## config.mk

```make
export PLATFORM = sky130hd
export DESIGN_NAME = polyz_pack_stream_flat
export DESIGN_NICKNAME = d
export VERILOG_FILES = /design/src/rtl/polyz_pack_stream_if.sv /design/src/rtl/polyz_pack_stream.sv /design/src/flat_wrapper.sv
export SDC_FILE = /design/constraint.sdc
export NUM_CORES = 1
export LEC_CHECK = 0
export CAP_MARGIN = 15
export CELL_PAD_IN_SITES_DETAIL_PLACEMENT = 0
export CELL_PAD_IN_SITES_GLOBAL_PLACEMENT = 1
export CORE_ASPECT_RATIO = 0.7
export CORE_MARGIN = 2
export CORE_UTILIZATION = 32
export DETAILED_ROUTE_END_ITERATION = 8
export GPL_ROUTABILITY_DRIVEN = 0
export PLACE_DENSITY = 0.74
export SYNTH_ARGS = -nofsm -noshare
export SYNTH_HDL_FRONTEND = slang
export SYNTH_SLANG_ARGS = --single-unit
```

## constraint.sdc

```tcl
create_clock -name clk -period 4.2 [get_ports clk]
set_clock_uncertainty 0.05 [all_clocks]
set_input_delay 1.26 -clock clk [delete_from_list [all_inputs] [get_ports clk]]
set_output_delay 1.26 -clock clk [all_outputs]
set_load 0.005 [all_outputs]
```

## src/rtl/polyz_pack_stream_if.sv

```systemverilog
// polyz_pack_stream_if: coefficient-in and byte-out valid/ready streams of the z-polynomial packer
interface polyz_pack_stream_if #(parameter int COEF_W = 32);
  logic              coef_valid;
  logic              coef_ready;
  logic [COEF_W-1:0] coef_data;
  logic              byte_valid;
  logic              byte_ready;
  logic [7:0]        byte_data;
  logic              byte_last;
  modport master(input coef_valid, coef_data, byte_ready, output coef_ready, byte_valid, byte_data, byte_last);
  modport slave(output coef_valid, coef_data, byte_ready, input coef_ready, byte_valid, byte_data, byte_last);
endinterface

```

## src/rtl/polyz_pack_stream.sv

```systemverilog
// polyz_pack_stream: streams t = GAMMA1 - a, Z bits per coefficient, LSB-first into bytes
// Optional coefficient range flag enabled by defining POLYZ_RANGE_CHECK_EN.
module polyz_pack_stream #(
  parameter int N      = 256,
  parameter int COEF_W = 32
) (
  input  logic clk,
  input  logic rst_n,
  input  logic start,
  input  logic gamma1_sel,
  output logic busy,
  output logic done,
  output logic range_err,
  polyz_pack_stream_if.master s
);
  localparam int CW = $clog2(N + 1);
  localparam int BW = $clog2(N * 20 / 8 + 1);
  typedef enum logic [1:0] {IDLE, RUN, DRAIN, FIN} state_t;
  state_t state, state_n;
  logic [31:0] acc, acc_n, sh;
  logic [4:0] cnt, cnt_n, cs;
  logic [CW-1:0] ccnt, ccnt_n;
  logic [BW-1:0] bcnt, bcnt_n, last_idx;
  logic z20, z20_n, coef_hs, byte_hs, go;
  logic [19:0] g20, d, t;
  always_comb begin
    g20 = z20 ? 20'h80000 : 20'h20000;
    d = g20 - s.coef_data[19:0];
    t = z20 ? d : {2'b0, d[17:0]};
    s.coef_ready = (state == RUN) && (cnt < 5'd8);
    s.byte_valid = (state == RUN || state == DRAIN) && (cnt >= 5'd8);
    s.byte_data = acc[7:0];
    last_idx = z20 ? BW'(N * 20 / 8 - 1) : BW'(N * 18 / 8 - 1);
    s.byte_last = s.byte_valid && (bcnt == last_idx);
    coef_hs = s.coef_valid && s.coef_ready;
    byte_hs = s.byte_valid && s.byte_ready;
    go = (state == IDLE) && start;
    busy = state != IDLE;
    done = state == FIN;
    // shift out first, then insert at the post-shift bit position
    sh = byte_hs ? acc >> 8 : acc;
    cs = byte_hs ? cnt - 5'd8 : cnt;
    acc_n = go ? 32'd0 : coef_hs ? sh | ({12'd0, t} << cs) : sh;
    cnt_n = go ? 5'd0 : coef_hs ? cs + (z20 ? 5'd20 : 5'd18) : cs;
    ccnt_n = go ? '0 : ccnt + CW'(coef_hs);
    bcnt_n = go ? '0 : bcnt + BW'(byte_hs);
    z20_n = go ? gamma1_sel : z20;
    state_n = state;
    if (go) state_n = RUN;
    else if (state == RUN && coef_hs && ccnt == CW'(N - 1)) state_n = DRAIN;
    else if (state == DRAIN && byte_hs && s.byte_last) state_n = FIN;
    else if (state == FIN) state_n = IDLE;
  end
  always_ff @(posedge clk) begin
    if (!rst_n) begin
      state <= IDLE;
      acc <= '0;
      cnt <= '0;
      ccnt <= '0;
      bcnt <= '0;
      z20 <= 1'b0;
    end else begin
      state <= state_n;
      acc <= acc_n;
      cnt <= cnt_n;
      ccnt <= ccnt_n;
      bcnt <= bcnt_n;
      z20 <= z20_n;
    end
  end
`ifdef POLYZ_RANGE_CHECK_EN
  logic [COEF_W-1:0] gamma;
  logic oor;
  assign gamma = z20 ? COEF_W'(32'h80000) : COEF_W'(32'h20000);
  assign oor = ($signed(s.coef_data) > $signed(gamma)) || ($signed(s.coef_data) < $signed(COEF_W'(1) - gamma));
  always_ff @(posedge clk) begin
    if (!rst_n) range_err <= 1'b0;
    else if (go) range_err <= 1'b0;
    else if (coef_hs && oor) range_err <= 1'b1;
  end
`else
  assign range_err = 1'b0;
`endif
endmodule

```

## src/flat_wrapper.sv

```systemverilog
// flat-port wrapper written by rule: the top's interface ports become plain ports
module polyz_pack_stream_flat 
#(
  parameter int N      = 256,
  parameter int COEF_W = 32
)
  (clk, rst_n, start, gamma1_sel, busy, done, range_err, s_coef_valid, s_coef_data, s_byte_ready, s_coef_ready, s_byte_valid, s_byte_data, s_byte_last);
  polyz_pack_stream_if #(.COEF_W(COEF_W)) s_i ();
  input  logic clk;
  input  logic rst_n;
  input  logic start;
  input  logic gamma1_sel;
  output logic busy;
  output logic done;
  output logic range_err;
  input wire logic [$bits(s_i.coef_valid)-1:0] s_coef_valid;
  input wire logic [$bits(s_i.coef_data)-1:0] s_coef_data;
  input wire logic [$bits(s_i.byte_ready)-1:0] s_byte_ready;
  output wire logic [$bits(s_i.coef_ready)-1:0] s_coef_ready;
  output wire logic [$bits(s_i.byte_valid)-1:0] s_byte_valid;
  output wire logic [$bits(s_i.byte_data)-1:0] s_byte_data;
  output wire logic [$bits(s_i.byte_last)-1:0] s_byte_last;
  assign s_i.coef_valid = s_coef_valid;
  assign s_i.coef_data = s_coef_data;
  assign s_i.byte_ready = s_byte_ready;
  assign s_coef_ready = s_i.coef_ready;
  assign s_byte_valid = s_i.byte_valid;
  assign s_byte_data = s_i.byte_data;
  assign s_byte_last = s_i.byte_last;
  polyz_pack_stream #(.N(N), .COEF_W(COEF_W)) u_core (.clk(clk), .rst_n(rst_n), .start(start), .gamma1_sel(gamma1_sel), .busy(busy), .done(done), .range_err(range_err), .s(s_i));
endmodule
```

==> impl_metrics.toml, run 1 <==
[clock_network]
clock_sinks = 58
cts_tree = "built"
clk_pin_slew_worst_paths_ns = 0.05
post_cts_resize_count = 0
cts_buffer_depth = 2
holdBufCountCts = 0
cts_made_buffers = 9
cts_setup_buffers = 0
clockRootBuffer = "clkbuf_16"
htreeDepth = 3
clock_latency_ns = 0.33

[placed_design]
place_inst = 768
dp_hpwl_um = 9600
io_buffer_count = 38
dpl-instance-area_um2 = 4920

[synthesis]
synth_common_cells = "nand2_1 (84), dfxtp_1 (58), nor2_1 (53), nand3_1 (33), clkbuf_1 (23)"
synth_edf_count = 0
synthCells = 564
synthAdderAreaFrac_pct = 4.63
synth_top_cell_by_area = "dfxtp_1"
synth_top_cell_area_share_pct = 27.6
yosys-top-cells-area = "dfxtp_1 (28%), nand2_1 (7.5%), nor2_1 (4.7%)"
ys_ff_latch = 58
synth_xor_xnor_area_share_pct = 4.99
async_flop_share_pct = 0
yosysMostFrequentCell = "nand2_1"
ys_seq_area_share_pct = 27.6
synth.distinct_cells = 76
syn_area_um2 = 4210
syn-num-nets = 617
syn_avg_cell_area_um2 = 7.47
ys.flop_type = "dfxtp_1"
synth.mux.area_fraction_pct = 4.36
yosys.area_share.simple_pct = 28.7
yosysWarnings = 0
synth_compound_area_share_pct = 23.5
synth_top_family_by_area = "simple AND/OR/NAND/NOR gates"

[global_routing]
grt_pass1_vias = 4109
grt_use_total_pct = 18.4
grt_max_degree = 32
antenna_found_initial = 0
overflow = 0
grt_first_pass_wirelength_um = 20800

[route]
drt_pass1_iterations = 5
vias = 4436
wire_per_inst_um = 16.1
wl_um = 12600
remaining_drc_errors = 0
drt-initial-drc-count = 299
via_per_inst = 5.67
antenna_left = 0

[critical_path]
timing.rr.end = "u_core.acc[19]$_SDFF_PP0_"
reg2reg_depth = 5
cp_max_fo = 8
cp-end-kind = "register"
required_ns = 4.36
worstSetupStartpoint = "s_coef_data[0]"
r2r-start = "u_core.cnt[2]$_SDFFE_PP0P_"
cp_data_arrival_time_ns = 4.04
endpoint = "u_core.acc[18]$_SDFF_PP0_"
critPathKind = "in2reg"
r2r_slack_ns = 1.35
start_kind = "input port"

[floorplanning]
start_util_pct = 32.4
row_count = 35
die_area_um2 = 14100
die_y_um = 100
ios = 52
core_um2 = 13000
die_x_um = 141

[final_layout]
regArea_um2 = 1160
drive_above_1_share_pct = 10.9
multiInputGateArea_um2 = 2790
syn2layout_area_growth_pct = 22.8
fin_nets = 666
fin_cells = 783
fillers = 1343
diodes = 0
fin_area_um2 = 5170

[power_and_ir_drop]
pwr-share-comb_pct = 17.1
sw_frac_of_total_pct = 27.4
power.switching_mw = 0.397
clkPwrFrac_pct = 43.8
p_leak_nw = 1.81
intPower_mw = 1.05
ir_drop_uv = 202
power_frac_seq_pct = 39.1
p_per_area_nw_per_um2 = 281

[hold_path]
hp-start = "u_core.acc[26]$_SDFF_PP0_"
hold_depth = 2
hold_class = "reg2reg"

[timing]
report.final.slew_viol_count = 0
fmax_ghz = 0.258
hold_violations = 0
slew_headroom_pct = 26.1
tns_ns = 0
finalSetupViolCount = 0
rsz0062_at_grt = "false"
timing.final.crit_share_pct = 92.3
worst_pin_slew_ns = 1.11
fin_crit_ns = 3.88

[outcome]
status = "complete, no violations"

[flow_run]
cap_violations = 0
## registers in the layout (all words and copies together), names as in the netlist
| signal | cells |
|---|---|
| u_core.bcnt | 10 |
| u_core.acc | 32 |
| u_core.ccnt | 9 |
| u_core.cnt | 4 |
| u_core.state | 2 |
| u_core.z20 | 1 |
## placed cells by master, fill, tap and decap left out, drive strengths merged, types with 4 or more instances in the layout
| cell | count |
|---|---|
| nor4 | 8 |
| a31oi | 19 |
| xnor2 | 11 |
| o311ai | 5 |
| o211ai | 13 |
| a211oi | 4 |
| nand2b | 7 |
| nor3 | 13 |
| inv | 15 |
| o22ai | 4 |
| or3 | 6 |
| mux2i | 15 |
| and3 | 8 |
| xor2 | 13 |
| dfxtp | 58 |
| nor2 | 53 |
| clkdlybuf4s50 | 38 |
| ha | 14 |
| nand2 | 84 |
| clkbuf | 11 |
| or2 | 4 |
| a21oi | 22 |
| nor2b | 6 |
| o31ai | 7 |
| o21ai | 26 |
| clkinv | 6 |
| buf | 42 |
| nand3 | 33 |
| nand4 | 7 |
## logic make-up (layout without fill, tap and decap cells)
family,after synthesis,after routing
and+or+nand+nor,246,246
other,1,1
muxes,18,18
adders and majority gates,15,15
AOI/OAI and AO/OA,143,143
DFF,58,58
buffers and inverters,59,112
xor gates and xnor gates,24,24
## layout make-up
type / instances / share of cell area (%)
clock buffer: 11 / 4.50
clock inverter: 4 / 0.387
inverter: 17 / 1.23
multi-input combinational: 447 / 54.0
sequential: 58 / 22.4
tap: 166 / 4.01
timing repair buffer: 80 / 13.4
## how the worst min path moves through the flow
stage / endpoint / slack, ns
after floorplan: u_core.acc[10]$_SDFF_PP0_ / 0.40
after global placement: u_core.acc[6]$_SDFF_PP0_ / 0.42
after CTS: u_core.acc[26]$_SDFF_PP0_ / 0.43
final: u_core.acc[26]$_SDFF_PP0_ / 0.43
after global routing: u_core.acc[5]$_SDFF_PP0_ / 0.44
after detailed placement: u_core.acc[26]$_SDFF_PP0_ / 0.42
## through the flow
stage               power, mW  hold slack [ns]  worst slack, ns  utilization (%)
floorplan               0.719            0.396            0.758                -
global placement        0.820            0.415           0.0196             37.8
detailed placement      0.824            0.419           0.0183             37.8
CTS                      1.47            0.426            0.368             39.8
global route             1.52            0.440           0.0582             39.8
finish                   1.45            0.426            0.322             39.8
## power groups by stage
| stage | logic (mW) | clock network [mW] | registers, mW |
|---|---|---|---|
| 2_1_floorplan | 0.143 | 0 | 0.576 |
| 3_3_place_gp | 0.241 | 0 | 0.579 |
| 3_5_place_dp | 0.245 | 0 | 0.579 |
| 4_1_cts | 0.247 | 0.651 | 0.568 |
| 5_1_grt | 0.273 | 0.678 | 0.569 |
| 6_report | 0.248 | 0.636 | 0.568 |
## layer usage
metal	track usage [%]	share of wire (%)	up-vias
li1	-	-	2167
met1	25.8	49	2090
met2	27.9	42	165
met3	5.30	7.9	14
met4	4.69	0.74	0
met5	0	0	-
## critical path: stages
cell and delay [ns]:
clkdlybuf4s50_1 0.47, inv_1 0.11, ha_1 0.19, or3b_1 0.49
nor3_1 0.30, buf_4 0.19, a41oi_1 0.12, mux2i_1 0.30
o21ai_1 0.22, o2111ai_1 0.27, nand3_1 0.11
No activity file was read; power rests on OpenSTA's default activity.
==> inputs of run 2 (changes only) <==
Settings changed: CORE_MARGIN 2 to unset.
==> run 2 against run 1 <==
  * The flow now finishes with violations (design-rule violations)
  * Combinational power is 2% higher
  * Wire length is 2.4% higher
  * Cell count is 0.64% lower
  * Count of clock-buffer cells in the layout is 1 lower
  * Hold slack better by 0.0038 ns
  * Global-route usage is 1.2 points higher
  * Via count is 0.59% lower
  * Largest cell class unchanged
==> impl_metrics.toml, run 2 (synthesized netlist as in run 1, its figures left out) <==
[hold_path]
min_to = "u_core.acc[26]$_SDFF_PP0_"
hold_class = "reg2reg"
hold_depth = 2
hp-start = "u_core.acc[26]$_SDFF_PP0_"

[critical_path]
crit_chain = "inv_1 > ha_1 > nor2b_1 > nand3b_1 > nor4_1 > clkdlybuf4s50_1"
cp_data_arrival_time_ns = 2.62
cp-end-kind = "primary output"
reg2reg_depth = 12
critPathBufInv = 2
cpPeakStageDelay_ns = 0.59
cp_top_family = "buffers and inverters"
cp_max_fo = 8
timing.rr.end = "u_core.acc[19]$_SDFF_PP0_"
required_ns = 2.89
start_kind = "register"
slowest_stage = "clkdlybuf4s50_1"
r2r_slack_ns = 1.03
r2r-start = "u_core.cnt[3]$_SDFF_PP0_"
critPathKind = "reg2out"

[clock_network]
clk_pin_slew_worst_paths_ns = 0.05
clock_latency_ns = 0.33
holdBufCountCts = 0
cts_tree = "built"
cts_setup_buffers = 0
post_cts_resize_count = 0
htreeDepth = 3
clock_sinks = 58
cts_made_buffers = 9
clockRootBuffer = "clkbuf_16"
cts_buffer_depth = 2

[final_layout]
layout_common_cells = "nand2_1 (84), dfxtp_1 (58), nor2_1 (53)"
fin_util_pct = 41.7
regMostFlops = "u_core.acc"
diodes = 0
top_regs = "u_core.acc: 32 flops, u_core.bcnt: 10 flops, u_core.ccnt: 9 flops"
fillers = 1289
largest_reg_flops = 32
multiInputGateArea_um2 = 2790
layout_commonest_cell = "nand2_1"
regArea_um2 = 1160
fin_nets = 665
syn2layout_area_growth_pct = 24.9
drive_above_1_share_pct = 11.0

[timing]
worst_pin_slew_ns = 0.647
fmax_ghz = 0.254
timing.final.crit_share_pct = 93.7
tns_ns = 0
hold_violations = 0
rsz0062_at_grt = "false"
report.final.slew_viol_count = 0
finalSetupViolCount = 0
fin_crit_ns = 3.93
slew_headroom_pct = 56.7

[route]
dr_wl_met2_um = 5360
top_layer = "met4"
drt-initial-drc-count = 379
via_per_inst = 5.67
wl_met3_um = 1010
drt-met1-wl_um = 6450
wl_um = 12900
wire_per_inst_um = 16.6
remaining_drc_errors = 4
vias = 4410
antenna_left = 0
drt_pass1_iterations = 7

[flow_run]
cap_violations = 0

[floorplanning]
row_count = 34
core_um2 = 12600
start_util_pct = 33.4
die_y_um = 98.0
die_x_um = 139
ios = 52
die_area_um2 = 13600

[global_routing]
antenna_found_initial = 0
grt_pass1_vias = 4192
overflow = 0
grt_max_degree = 31
grt_use_total_pct = 19.7
grt_first_pass_wirelength_um = 21300

[outcome]
status = "finished with violations"
violations = "design-rule violations"

[placed_design]
io_buffer_count = 38
dp_hpwl_um = 9690

[power_and_ir_drop]
p_per_area_nw_per_um2 = 316
p_leak_nw = 1.84
p_total_mw = 1.66
ir_drop_uv = 199
[run 2: stage by stage]
step	cell area (um2)	hold slack (ns)	instances	setup WS, ns
floorplan	4210	0.396	564	0.758
global placement	4920	0.417	763	0.125
detailed placement	4920	0.422	763	0.0637
CTS	5260	0.431	778	0.253
global route	5260	0.444	778	0.0761
finish	5260	0.429	778	0.265
[run 2: metal layers]
metal  vias to the layer above  GRT usage (%)
met5                         -              0
met4                         0           4.70
met3                        16           5.54
met2                       156           28.7
met1                      2081           28.2
li1                       2157              -
[run 2: area by class of cell]
cell class / count / share of cell area [%]
well taps: 162 / 3.85
inverters: 17 / 1.21
multi-input cells: 447 / 53.1
clock buffers: 10 / 4.54
flip-flops and latches: 58 / 22.1
repair buffers: 79 / 13.3
clock inverters: 5 / 1.95
[run 2: worst reg2reg max path, stage by stage (launching register included)]
cell and delay (ns):
dfxtp_1 0.58, inv_1 0.19, ha_1 0.24, nor2b_1 0.24, nand2_1 0.13, inv_2 0.20
mux2i_1 0.10, buf_4 0.17, nor2_1 0.48, nand2_1 0.14, o21ai_0 0.27, o311a_1 0.20
o21a_1 0.12
[run 2: worst max path at each step]
stage	slack [ns]	from	to	depth (start not counted)
after floorplan	0.76	s_coef_data[9]	u_core.acc[25]$_SDFF_PP0_	8
after global routing	0.08	u_core.cnt[3]$_SDFF_PP0_	s_byte_last	6
final	0.27	u_core.cnt[3]$_SDFF_PP0_	s_byte_last	6
after detailed placement	0.06	s_coef_data[0]	u_core.acc[26]$_SDFF_PP0_	12
after CTS	0.25	u_core.cnt[3]$_SDFF_PP0_	s_byte_last	6
after global placement	0.13	s_coef_data[0]	u_core.acc[26]$_SDFF_PP0_	12
[run 2: power breakdown]
part / internal, mW / leakage [nW] / switching (mW)
combinational: 0.105 / 1.21 / 0.148
sequential: 0.560 / 0.468 / 0.00702
clock: 0.590 / 0.165 / 0.253
total: 1.26 / 1.84 / 0.408
